`src/rtl/pdm_modulator.sv`:
```
// pdm_modulator: first-order sigma-delta PDM modulator with zero-order-hold
// interpolation. Signed PCM samples arrive over a valid/ready handshake into a
// one-deep buffer. Each sample is held for R modulator ticks and noise-shaped
// into a 1-bit stream.
module pdm_modulator #(
   parameter int N  = 16,  // PCM sample width, signed
   parameter int R  = 10,  // modulator ticks per PCM sample, R >= 2
   parameter int CW = 4    // tick counter width, 2^CW >= R
) (
   input  logic         clk,
   input  logic         rst,
   input  logic         we,
   input  logic         in_valid,
   input  logic [N-1:0] in_data,
   output logic         in_ready,
   output logic         pdm_out,
   output logic         sample_strobe,
   output logic         underflow
);

   // The accumulator is N+2 bits. |acc| <= FS always holds, so acc + cur
   // stays inside +/-2^(N+1) for every input and needs no saturation.
   localparam int AW = N + 2;
   localparam logic signed [AW-1:0] FS   = {3'b001, {(N-1){1'b0}}};
   localparam logic [CW-1:0]        LAST = CW'(R - 1);

   logic [N-1:0]          buf_data;
   logic                  buf_valid;
   logic signed [N-1:0]   cur;
   logic signed [AW-1:0]  acc;
   logic signed [AW-1:0]  v;
   logic signed [AW-1:0]  acc_next;
   logic [CW-1:0]         tick_cnt;
   logic                  xfer;
   logic                  boundary;
   logic                  bit_now;

   assign in_ready = !buf_valid;
   assign xfer     = in_valid && in_ready;
   assign boundary = we && (tick_cnt == LAST);

   // Quantiser: sign of acc + held sample decides the bit, and the feedback
   // subtracts +FS or -FS accordingly.
   assign v        = acc + {{2{cur[N-1]}}, cur};
   assign bit_now  = ~v[AW-1];
   assign acc_next = bit_now ? (v - FS) : (v + FS);

   // Tick counter: advances on every modulator tick, wraps on the boundary tick.
   // NOTE: state registers use non-blocking assignments so every flop samples
   // the pre-edge values of the others, regardless of block ordering.
   always_ff @(posedge clk or posedge rst) begin
      if (rst)           tick_cnt <= '0;
      else if (boundary) tick_cnt <= '0;
      else if (we)       tick_cnt <= tick_cnt + 1'b1;
   end

   // Sigma-delta loop: the tick that loads a new sample still modulates the
   // old one, so the new value takes effect from the following tick.
   always_ff @(posedge clk or posedge rst) begin
      if (rst) begin
         acc     <= '0;
         pdm_out <= 1'b0;
      end else if (we) begin
         acc     <= acc_next;
         pdm_out <= bit_now;
      end
   end

   // Buffer payload: only meaningful while buf_valid is set.
   // NOTE: the data register carries no reset; buf_valid alone qualifies it,
   // so resetting the payload would add reset fan-out for no behavioural gain.
   always_ff @(posedge clk) begin
      if (xfer) buf_data <= in_data;
   end

   // Buffer occupancy, held sample and boundary pulses. On an empty boundary
   // a same-cycle transfer bypasses the buffer straight into cur.
   always_ff @(posedge clk or posedge rst) begin
      if (rst) begin
         buf_valid     <= 1'b0;
         cur           <= '0;
         sample_strobe <= 1'b0;
         underflow     <= 1'b0;
      end else begin
         sample_strobe <= 1'b0;
         underflow     <= 1'b0;
         if (boundary) begin
            if (buf_valid) begin
               cur           <= buf_data;
               buf_valid     <= 1'b0;
               sample_strobe <= 1'b1;
            end else if (xfer) begin
               cur           <= in_data;
               sample_strobe <= 1'b1;
            end else begin
               underflow     <= 1'b1;
            end
         end else if (xfer) begin
            buf_valid <= 1'b1;
         end
      end
   end

endmodule

```
`config.mk`:
```
export PLATFORM = sky130hd
export DESIGN_NAME = pdm_modulator
export DESIGN_NICKNAME = d
export VERILOG_FILES = /design/src/rtl/pdm_modulator.sv
export SDC_FILE = /design/constraint.sdc
export NUM_CORES = 1
export LEC_CHECK = 0
export ABC_AREA = 1
export ABC_CLOCK_PERIOD_IN_PS = 2500
export CORE_UTILIZATION = 50
export DETAILED_ROUTE_END_ITERATION = 8
export HOLD_SLACK_MARGIN = 0.02
export PLACE_DENSITY = 0.66
export REMOVE_ABC_BUFFERS = 1
export SLEW_MARGIN = 20
export SYNTH_ARGS = -nofsm -noshare
export SYNTH_HDL_FRONTEND = slang
export SYNTH_SLANG_ARGS = --single-unit
```
`constraint.sdc`:
```
create_clock -name clk -period 2.5 [get_ports clk]
set_input_delay 0.75 -clock clk [delete_from_list [all_inputs] [get_ports clk]]
set_output_delay 0.75 -clock clk [all_outputs]
set_load 0.01 [all_outputs]
```
Word-level counts from Yosys, hierarchy flattened
Cells that the tools add are included.

Register bits: 58. Word-level logic and storage cells: 34.

Add/subtract/negate cells: 4. Eq/ne operators: 1. Multiplexer cells: 13. Bitwise logic cells: 1. Reductions and logical operators: 7.

Operators with widths (number): $mux W16 (2); $add A18 B17 Y18 const B (1); $add A18 B18 Y18 (1); $mux W18 (1); $sub A18 B17 Y18 const B (1); $mux W1 (8); $mux W4 (2); $reduce_bool A2 Y1 (3); $add A4 B1 Y4 const B (1); $eq A4 B4 Y1 const B (1); $logic_and A1 B1 Y1 (2); $reduce_and A2 Y1 (1); $logic_not A1 Y1 (1); $not A1 Y1 (1).

Depth between registers and ports, before layout
Depth after elaboration: 5. Depth in mapped cells: 14.

Worst setup path after synthesis
No wires, ideal clock.

Kind: reg-to-reg. From: register cur[0]. To: register acc[16]. Setup time: 0.133 ns. Arrival time: 2.068 ns. Required time: 2.367 ns. Slack: 0.299 ns. Cell stages (with the launch flop): 13. Clock period less this slack: 2.201 ns. Cells stage by stage: dfrtp_1 ha_1 fa_1 nand3_1 nand2_1 nand2_1 nand2_1 nand3_1 nand2_1 nand2_1 nand2_1 fa_1 o21ai_0.

Cells in the longest elaborated chain, start to end: 3. Elaborated cells on any way between the ends: 4. Classes of those cells: add/sub: 3; mux: 1.

RTL lines: start, declared (line 29) `logic signed [N-1:0] cur;`; start signal, assigned (line 89) `cur <= buf_data;`; start signal, assigned (line 93) `cur <= in_data;`; $add A18 B18 Y18 (*) (line 44) `assign v = acc + {{2{cur[N-1]}}, cur};`; $sub A18 B17 Y18 or $add A18 B17 Y18 (tied branches) (line 46) `assign acc_next = bit_now ? (v - FS) : (v + FS);`; $mux W18 (*) (line 46); end signal, assigned (line 64) `acc <= acc_next;`; end, declared (line 30) `logic signed [AW-1:0] acc;`.

Every way passes the cells marked *; elsewhere a longest branch is shown, timed or not. A chain may end at the register's enable or synchronous reset.

Final worst setup path
Ends and elaborated chain as after synthesis.

==> impl_results.md <==
- Max_cap viols: 0
- Final-report hold violation count: 0
- Post-synth top cells: nand2_1, dfrtp_1, o21ai_0
- First-pass GRT wire length: 11000 um
- M1 wire length: 3260 um
- CP cell instances: ha_2, fa_1, nand3_1, nand2_1, nand2_1, nand2_1, nand3_1, nand2_1, nand2_1, nand2_1, fa_1, o21ai_1
- ANT nets after route: 0
- Placed insts: 469
- Met2 WL: 2740 um
- Worst-path clk slew: 0.07 ns
- Avg Inst Size Synth: 8.74 um^2
- CP Data Arrival Time: 2.59 ns
- CP Class: flip-flop to flip-flop
- Port bufs: 23
- Die X: 82.6 um
- CP max FO: 4
- Leakage power: 1.74 nW
- Core Area: 6100 um^2
- Initial DRT Pass Iterations: 4
- Top Layer Used: met4
- Number of core rows: 28
- Post-CTS sizing: 0
- Reg2reg start: cur[0]
- Power Total: 0.00543 W
- CP endpoint kind: flip-flop
- Starting Density: 53.2%
- CP bufs+invs: 0
- Die Y: 82.6 um
- CTS tree: done
- DR vias/cell: 5.20
- Drt total wl: 6350 um
- Initial DRC count: 142
- Relative slew slack: 78.4%
- Area Growth Syn to Fin: 19.5%
- Critical path depth in cells: 12
- Yosys top cell by area: dfrtp_1
- Yosys top cell area share: 32.4%
- Dominant synthesized flop cell: dfrtp_1
- Initial antenna violation count: 0
- Most numerous cell in the Yosys netlist: nand2_1
- Setup_tns: 0 ns
- Synth cell types: 30
- Pwr per Cell Area: 1400 nW/um^2
- Fin cells: 485
- Pin count of the biggest net entering global routing: 43
- Mapped cell area: 3240 um^2
- Hold Startpoint: pdm_out
- DR WL met3: 243 um
- CP max stage delay: 0.48 ns
- Crit path from: cur[0]
- Die area: 6810 um^2
- Critical path's slowest cell: fa_1
- Tightest Pin Transition: 0.320 ns
- I/O Pins: 24
- Clk root buf: clkbuf_8
- Average routed wire per standard cell: 13.1 um
- Status: finished, final reports clean
- Share of cells above drive strength 1: 13.4%
- Global-route usage over all layers: 22.0%
- EDFF count, synth: 16
- Num CTS Buffers: 9
- R2R Setup Slk: 0.13 ns
- Top cell family by delay on the critical path: adder cells
- Fmax: 422 MHz
- Final Cycle Share: 94.8%
- Later-pin clock latency in the skew report: 0.34 ns
- Clk sinks: 58
- CP required: 2.72 ns
- Main area contributors after synthesis: dfrtp_1, edfxtp_1, nand2_1
- Drt drc: 0
- Number of setup buffers added after CTS: 0
- HPWL after DPL: 4520 um
- Async set-reset flop share out of synthesis: 72.4%
- Cell mode on critical path: nand2_1
- FF-to-FF path depth: 12
- Vias in the first global route: 2470
- CP endpoint: acc[16]
- Fin nets: 446
- Worst hold path type: flip-flop to flip-flop
- Final min period: 2.37 ns
- Warnings from Yosys: 0
- GP Congestion: 0.835
- Max Buffers Root-to-Sink: 2
- Clock Skew: 0.0110 ns
- Gate Count Post-Synth: 371
- GR Overflow Total: 0
- Worst VDD drop: 0.000598 V
- Finish-stage setup viols: 0
- Flops & latches, synth: 58
- Startpoint types: flip-flop
- Hold_buf cts: 0
- H-tree Lvls: 3
- Post-synthesis sequential area ratio: 47.2%
- Vias: 2523
- Antenna cells: 0
- Max-slew violation count: 0
- Critical register-to-register path endpoint: acc[16]
kinds of logic (layout without fill, tap and decap cells):
| family | count (synthesis) | in the layout | share of synthesized area [%] |
|---|---|---|---|
| compound gates | 72 | 72 | 12.9 |
| xor+xnor | 8 | 8 | 2.16 |
| fa+ha+maj | 21 | 21 | 8.56 |
| buf+inv | 36 | 75 | 5.24 |
| flops | 58 | 58 | 47.2 |
| simple gates | 176 | 176 | 23.9 |
layout make-up:
class | count | area, um^2
clock buffers | 10 | 128
repair buffers | 33 | 330
inverters | 26 | 97.6
fillers | 532 | 2220
flip-flops and latches | 58 | 1530
well taps | 75 | 93.8
multi-input cells | 277 | 1610
clock inverters | 6 | 90.1
tightest hold or removal path: cells and delay by family (launching register included):
family | cells | cell delay, ns
AND/OR/NAND/NOR | 2 | 0.11
flip-flops | 1 | 0.35
registers in the layout, indices dropped and copies added (netlist names):
| register | flops |
|---|---|
| cur | 16 |
| pdm_out | 1 |
| sample_strobe | 1 |
| underflow | 1 |
| tick_cnt | 4 |
| acc | 18 |
| buf_valid | 1 |
| buf_data | 16 |
worst min path at each step:
stage | slack (ns) | depth (start not counted) | to
2_1_floorplan | 0.45 | 2 | acc[0]
5_1_grt | 0.50 | 2 | acc[0]
3_3_place_gp | 0.46 | 2 | acc[0]
6_report | 0.49 | 2 | pdm_out
4_1_cts | 0.48 | 2 | acc[0]
3_5_place_dp | 0.47 | 2 | acc[0]
through the flow:
stage | util (%) | setup slack, ns | area [um^2] | hold slack (ns)
global route | 63.6 | -0.0122 | 3880 | 0.495
CTS | 62.6 | 0.0861 | 3810 | 0.483
global placement | 59.0 | 0.219 | 3600 | 0.457
floorplan | - | 0.295 | 3170 | 0.446
finish | 63.6 | 0.129 | 3880 | 0.486
detailed placement | 59.0 | 0.126 | 3600 | 0.468
cell usage in the layout, fill, tap and decap left out, types with 2 or more instances in the layout:
cell type	n
nor2_1	15
xnor2_1	7
ha_2	3
or2_2	16
edfxtp_1	16
buf_12	2
inv_1	25
ha_1	12
clkdlybuf4s50_1	23
nand2_1	112
nor3_1	4
fa_1	2
nand3_1	18
o21ai_0	30
dfrtp_1	42
clkbuf_8	9
ha_4	4
and2_1	2
o21a_1	17
a21oi_1	19
buf_4	8
bufinv_16	2
nand3b_1	4
nand2_2	2
o21ai_1	2
routing by layer:
metal | up-vias | GRT usage [%]
met4 | 0 | 9.48
met5 | - | 0
met2 | 48 | 32.7
met3 | 9 | 5.49
li1 | 1302 | -
met1 | 1164 | 30.5
where the power goes:
part           switching, W  leakage [nW]  total [W]  internal [W]
Clock              0.000395         0.107   0.000960      0.000565
Sequential         0.000268         0.641    0.00160       0.00133
Combinational       0.00160         0.989    0.00287       0.00127
(Power assumes the default switching activity.)
